$ cat src/rtl/network_pkg.sv
`default_nettype none
// ============================================================================
// Module      : network_pkg
// Description : Shared FSM state encoding and saturation limits for the
//               network sample driver.
// Revision    : 1.0 - initial release
// ============================================================================
package network_pkg;

    typedef enum logic [1:0] {
        IDLE    = 2'd0,
        PULSE   = 2'd1,
        WAIT    = 2'd2,
        CAPTURE = 2'd3
    } state_t;

    localparam logic [15:0] c_SAT_POS_16 = 16'h7FFF;
    localparam logic [15:0] c_SAT_NEG_16 = 16'h8000;

    // Limits for an arbitrary width; callers truncate to their own width.
    function automatic logic [63:0] sat_pos(input int w);
        return (64'd1 << (w - 1)) - 64'd1;
    endfunction

    function automatic logic [63:0] sat_neg(input int w);
        return ~sat_pos(w);
    endfunction

endpackage
`default_nettype wire

$ cat src/rtl/sat_shift_left.sv
`default_nettype none
// ============================================================================
// Module      : sat_shift_left
// Description : Signed left shift by SHIFT bits, clamped to the W-bit range.
// Revision    : 1.0 - initial release
// ============================================================================
module sat_shift_left
    import network_pkg::*;
#(
    parameter int W     = 16,
    parameter int SHIFT = 2
) (
    input  logic [W-1:0] din,
    output logic [W-1:0] dout
);

    localparam int          c_EW  = W + SHIFT;
    localparam logic [W-1:0] c_POS = W'(sat_pos(W));
    localparam logic [W-1:0] c_NEG = W'(sat_neg(W));

    logic [c_EW-1:0] w_ext;
    logic [c_EW-1:0] w_shl;
    logic [SHIFT:0]  w_top;
    logic            w_fits;

    assign w_ext = c_EW'($signed(din));
    assign w_shl = w_ext << SHIFT;
    // The result fits only if every bit above the new sign bit repeats it.
    assign w_top  = w_shl[c_EW-1:W-1];
    assign w_fits = (w_top == '0) || (w_top == '1);
    assign dout   = w_fits ? w_shl[W-1:0] : (din[W-1] ? c_NEG : c_POS);

endmodule
`default_nettype wire

$ cat src/rtl/network_sample_driver.sv
`default_nettype none
// ============================================================================
// Module      : network_sample_driver
// Description : Frames ADC samples into a network, waits its latency, and
//               captures saturated results for the DAC.
// Revision    : 1.0 - initial release
// ============================================================================
module network_sample_driver
    import network_pkg::*;
#(
    parameter int W           = 16,
    parameter int IN_SHIFT    = 2,
    parameter int OUT_SHIFT   = 2,
    parameter int CLK_HIGH    = 2,
    parameter int NET_LATENCY = 1024
) (
    input  logic         clk,
    input  logic         rst,
    input  logic         adc_strobe,
    input  logic [W-1:0] adc_in0,
    input  logic [W-1:0] adc_in1,
    input  logic [W-1:0] adc_in2,
    input  logic [W-1:0] adc_in3,
    output logic         sample_clk,
    output logic [W-1:0] sample_in0,
    output logic [W-1:0] sample_in1,
    output logic [W-1:0] sample_in2,
    output logic [W-1:0] sample_in3,
    input  logic [W-1:0] net_out0,
    input  logic [W-1:0] net_out1,
    input  logic [W-1:0] net_out2,
    input  logic [W-1:0] net_out3,
    output logic [W-1:0] dac_out0,
    output logic [W-1:0] dac_out1,
    output logic [W-1:0] dac_out2,
    output logic [W-1:0] dac_out3,
    output logic         dac_valid,
    output logic         busy,
    output logic [15:0]  overrun_count,
    output logic [15:0]  min_headroom
);

    localparam int c_CNT_MAX = (CLK_HIGH > NET_LATENCY) ? CLK_HIGH : NET_LATENCY;
    localparam int c_CNT_W   = $clog2(c_CNT_MAX + 1);
    localparam logic [c_CNT_W-1:0] c_PULSE_LOAD = c_CNT_W'(CLK_HIGH - 1);
    localparam logic [c_CNT_W-1:0] c_WAIT_LOAD  = c_CNT_W'(NET_LATENCY - 1);
    localparam logic [c_CNT_W-1:0] c_CNT_ONE    = c_CNT_W'(1);

    state_t             r_state;
    state_t             w_state_nxt;
    logic [c_CNT_W-1:0] r_cnt;
    logic [c_CNT_W-1:0] w_cnt_nxt;
    logic               w_accept;
    logic               w_pulse_end;
    logic               w_capture;
    logic               w_drop;

    logic [W-1:0] w_adc       [4];
    logic [W-1:0] w_net       [4];
    logic [W-1:0] w_sat       [4];
    logic [W-1:0] r_sample_in [4];
    logic [W-1:0] r_dac_out   [4];

    logic         r_sample_clk;
    logic         r_dac_valid;
    logic         r_captured;
    logic [15:0]  r_overrun;
    logic [15:0]  r_idle_cnt;
    logic [15:0]  r_min_headroom;

    assign w_adc[0] = adc_in0;
    assign w_adc[1] = adc_in1;
    assign w_adc[2] = adc_in2;
    assign w_adc[3] = adc_in3;
    assign w_net[0] = net_out0;
    assign w_net[1] = net_out1;
    assign w_net[2] = net_out2;
    assign w_net[3] = net_out3;

    generate
        for (genvar g = 0; g < 4; g++) begin : g_sat
            sat_shift_left #(
                .W     (W),
                .SHIFT (OUT_SHIFT)
            ) u_sat (
                .din  (w_net[g]),
                .dout (w_sat[g])
            );
        end
    endgenerate

    always_ff @(posedge clk) begin
        if (!rst) begin
            r_state <= IDLE;
            r_cnt   <= '0;
        end else begin
            r_state <= w_state_nxt;
            r_cnt   <= w_cnt_nxt;
        end
    end

    always_comb begin
        w_state_nxt = r_state;
        w_cnt_nxt   = r_cnt;
        w_accept    = 1'b0;
        w_pulse_end = 1'b0;
        w_capture   = 1'b0;
        case (r_state)
            IDLE: begin
                if (adc_strobe) begin
                    w_accept    = 1'b1;
                    w_state_nxt = PULSE;
                    w_cnt_nxt   = c_PULSE_LOAD;
                end
            end
            PULSE: begin
                if (r_cnt == '0) begin
                    w_pulse_end = 1'b1;
                    w_state_nxt = WAIT;
                    w_cnt_nxt   = c_WAIT_LOAD;
                end else begin
                    w_cnt_nxt = r_cnt - c_CNT_ONE;
                end
            end
            WAIT: begin
                if (r_cnt == '0) begin
                    w_state_nxt = CAPTURE;
                end else begin
                    w_cnt_nxt = r_cnt - c_CNT_ONE;
                end
            end
            CAPTURE: begin
                w_capture   = 1'b1;
                w_state_nxt = IDLE;
            end
            default: w_state_nxt = IDLE;
        endcase
    end

    assign w_drop = adc_strobe && (r_state != IDLE);

    always_ff @(posedge clk) begin
        if (!rst) begin
            r_sample_clk   <= 1'b0;
            r_dac_valid    <= 1'b0;
            r_captured     <= 1'b0;
            r_overrun      <= '0;
            r_idle_cnt     <= '0;
            r_min_headroom <= 16'hFFFF;
            for (int i = 0; i < 4; i++) begin
                r_sample_in[i] <= '0;
                r_dac_out[i]   <= '0;
            end
        end else begin
            r_dac_valid <= w_capture;

            if (w_accept) begin
                r_sample_clk <= 1'b1;
            end else if (w_pulse_end) begin
                r_sample_clk <= 1'b0;
            end

            if (w_accept) begin
                for (int i = 0; i < 4; i++) begin
                    r_sample_in[i] <= W'($signed(w_adc[i]) >>> IN_SHIFT);
                end
                // Headroom is only meaningful once a previous capture exists.
                if (r_captured && (r_idle_cnt < r_min_headroom)) begin
                    r_min_headroom <= r_idle_cnt;
                end
            end

            if (w_capture) begin
                for (int i = 0; i < 4; i++) begin
                    r_dac_out[i] <= w_sat[i];
                end
                r_captured <= 1'b1;
            end

            if (w_drop && (r_overrun != 16'hFFFF)) begin
                r_overrun <= r_overrun + 16'd1;
            end

            if (w_capture) begin
                r_idle_cnt <= '0;
            end else if ((r_state == IDLE) && (r_idle_cnt != 16'hFFFF)) begin
                r_idle_cnt <= r_idle_cnt + 16'd1;
            end
        end
    end

    assign sample_clk    = r_sample_clk;
    assign sample_in0    = r_sample_in[0];
    assign sample_in1    = r_sample_in[1];
    assign sample_in2    = r_sample_in[2];
    assign sample_in3    = r_sample_in[3];
    assign dac_out0      = r_dac_out[0];
    assign dac_out1      = r_dac_out[1];
    assign dac_out2      = r_dac_out[2];
    assign dac_out3      = r_dac_out[3];
    assign dac_valid     = r_dac_valid;
    assign busy          = (r_state != IDLE);
    assign overrun_count = r_overrun;
    assign min_headroom  = r_min_headroom;

endmodule
`default_nettype wire

$ cat config.mk
export PLATFORM = sky130hd
export DESIGN_NAME = network_sample_driver
export DESIGN_NICKNAME = d
export VERILOG_FILES = /design/src/rtl/network_pkg.sv /design/src/rtl/sat_shift_left.sv /design/src/rtl/network_sample_driver.sv
export SDC_FILE = /design/constraint.sdc
export NUM_CORES = 1
export LEC_CHECK = 0
export CAP_MARGIN = 20
export CELL_PAD_IN_SITES_DETAIL_PLACEMENT = 1
export CELL_PAD_IN_SITES_GLOBAL_PLACEMENT = 2
export CORE_ASPECT_RATIO = 1.75
export CORE_MARGIN = 2
export CORE_UTILIZATION = 28
export CTS_CLUSTER_SIZE = 25
export DETAILED_ROUTE_END_ITERATION = 8
export PLACE_DENSITY = 0.8
export SYNTH_ARGS = -nofsm -noshare
export SYNTH_HDL_FRONTEND = slang
export SYNTH_SLANG_ARGS = --single-unit
$ cat constraint.sdc
create_clock -name clk -period 6.6 [get_ports clk]
set_input_delay 0.66 -clock clk [delete_from_list [all_inputs] [get_ports clk]]
set_output_delay 0.66 -clock clk [all_outputs]
set_load 0.05 [all_outputs]
==> impl_metrics.ini <==
[floorplanning]
fp.coreArea_um2 = 27800
row_count = 81
start_util = 0.283
die_h_um = 225
die_x_um = 131
pin_count = 294
dieArea_um2 = 29400

[worst_hold_path]
worstHoldStart = r_cnt[10]$_SDFFE_PN0P_
hold_end = r_cnt[10]$_SDFFE_PN0P_
hold_class = reg2reg
hold_depth = 1

[global_routing]
grt_pass1_vias = 6194
grt_antenna_before_repair = 0
grt_use_total = 0.154
grt_max_degree = 77
grt_pass1_wl_um = 34100
grt_overflow_total = 0

[detailed_routing]
drtIter0Drc = 197
drtPass1Iterations = 4
drc_errors = 0
wirelength_um = 23000
vias = 6054
avgRoutedWirePerCell_um = 17.7
antenna_left = 0
via_per_inst = 4.65

[power_and_ir_drop]
power.share.clock = 0.243
p_int_mw = 2.44
seqPwrFrac = 0.377
sw_frac_of_total = 0.380
powerDensity_nw_per_um2 = 340
p_leak_nw = 4.71
pwr-share-comb = 0.380
power_mw = 3.93
p_switching_mw = 1.49
vdd_drop_max_v = 0.000201

[synthesis]
syn_avg_cell_area_um2 = 12.2
synth_area_um2 = 7850
ys_seq_area_frac = 0.607
yosysTopAreaCellShare = 0.444
synthTopCellsByArea = edfxtp_1, dfxtp_1, and2_1
async_flop_share = 0
ys_ff_latch = 180
syn-num-nets = 796
synth_flop_cell = edfxtp_1
synth_top_cell_by_area = edfxtp_1
synthTopCellsByCount = edfxtp_1, and2_1, dfxtp_1
synth_cell_types = 58
syn_inst = 643
synth-edff-count = 116
yosysMostFrequentCell = edfxtp_1
yosysWarnings = 0

[job]
cap_violations = 0

[timing]
fin_tns_setup_ps = 0
fmax_ghz = 0.321
skew_ps = 9.69
worst_slew_pin_slew_ps = 1050
layout_min_cycle_time_ps = 3120
fin_crit_sh = 0.472
hold_viol = 0
setup_viol = 0
rsz0062_at_grt = no
drv_slew = 0
relSlewSlack = 0.299

[place]
placed_cell_area_um2 = 11000
portBuffers = 285
post-dp-hpwl_um = 17300
gp_congestion = 0.777

[cts]
insertion_delay_ps = 440
clk_pin_slew_ps = 70
hold_buffers = 0
cts_setup_buffers = 0
root_buffer = clkbuf_16
clock-sinks = 180
htreeDepth = 4
ctsResizeCount = 0
cts-buffers-inserted = 17
ctsLongestPathBuffers = 2
tritoncts = yes

[worst_setup_path]
critPathCaptureType = output pin
r2r_slack_ps = 4250
r2r_cells = 6
worstPathMaxFanout = 10
cp-start-kind = flop
critical_path_required_ps = 5940
reg2reg_to = min_headroom[13]$_SDFFE_PN1P_
r2r-start = r_idle_cnt[13]$_SDFFE_PP0P_
critPathKind = reg2out
worstPathArrival_ps = 2460

[layout]
nNetsFinal = 1069
synthToLayoutAreaGrowth_pct = 47.5
fin_area_um2 = 11600
multi_input_area_um2 = 2800
layout-drive-gt1-share = 0.0581
n_fill_cell = 3056
regArea_um2 = 4760
antennaDiodeCount = 0

[outcome]
outcome = finished clean
==> cell usage in the layout (no fill, tap or decap), types with 16 or more instances in the layout <==
master             n
a21o_1            29
a21oi_1           18
and2_1            65
clkbuf_16         17
clkdlybuf4s50_1  284
dfxtp_1           64
edfxtp_1         116
ha_1              22
inv_1             26
nand2_1           25
nor2_1            30
nor3_1            19
o21a_1            27
o22a_1            16
==> worst max path at each step <==
stage,start,endpoint,slack (ps),cells past startpoint
4_1_cts,r_state[0]$_SDFFE_PN0P_,busy,3420,4
3_3_place_gp,rst,r_dac_out[1][2]$_SDFFCE_PN0P_,3760,5
2_1_floorplan,r_state[0]$_SDFFE_PN0P_,r_sample_in[0][0]$_SDFFCE_PN0P_,1040,5
5_1_grt,r_state[0]$_SDFFE_PN0P_,busy,3350,4
6_report,r_state[0]$_SDFFE_PN0P_,busy,3480,4
3_5_place_dp,rst,r_dac_out[0][12]$_SDFFCE_PN0P_,3710,5
==> critical path, stage by stage, from the launching register on <==
cell and delay, ps:
dfxtp_1 380, inv_1 80, ha_1 340, inv_1 320
clkdlybuf4s50_1 890
==> routing by layer <==
| metal | vias to the layer above | track usage | part of all wire |
|---|---|---|---|
| met1 | 2941 | 0.152 | 0.36 |
| met2 | 175 | 0.293 | 0.56 |
| met4 | 0 | 0.0728 | 0.033 |
| li1 | 2899 | - | - |
| met3 | 39 | 0.0389 | 0.052 |
| met5 | - | 0 | 0 |
==> flip-flops by register name, indices dropped and copies added (netlist names) <==
register,count
r_captured,1
min_headroom,16
r_cnt,11
r_idle_cnt,16
r_state,2
r_sample_in,56
overrun_count,16
r_dac_out,60
dac_valid,1
sample_clk,1
==> through the flow <==
stage	cells	setup slack, ps	hold WS [ps]	utilization
floorplan	643	1040	440	-
finish	1302	3480	468	0.417
CTS	1300	3420	471	0.416
detailed placement	1268	3710	456	0.397
global route	1302	3350	497	0.417
global placement	1268	3760	448	0.397
==> layout make-up <==
class                   instances  area share
flip-flops and latches        180       0.412
repair buffers                292       0.251
multi-input cells             399       0.242
well taps                     373      0.0403
clock buffers                  18      0.0371
clock inverters                14     0.00973
inverters                      26     0.00843
==> power by group through the flow <==
stage	clock network (mW)	registers, mW	logic, mW
after floorplan	0	1.99	0.535
after global placement	0	1.50	1.49
after detailed placement	0	1.51	1.51
after CTS	0.993	1.49	1.51
after global routing	1.02	1.51	1.59
final	0.953	1.48	1.49
==> logic make-up (layout without fill, tap and decap cells) <==
logic type / Yosys count / in the layout / share of synthesized area
xor gates and xnor gates: 19 / 19 / 0.0212
DFF: 180 / 180 / 0.607
muxes: 6 / 6 / 0.00765
and+or+nand+nor: 214 / 214 / 0.158
adders and majority gates: 22 / 22 / 0.0351
AOI/OAI and AO/OA: 138 / 138 / 0.132
buffers and inverters: 64 / 350 / 0.0394
No activity file was read; power rests on OpenSTA's default activity.
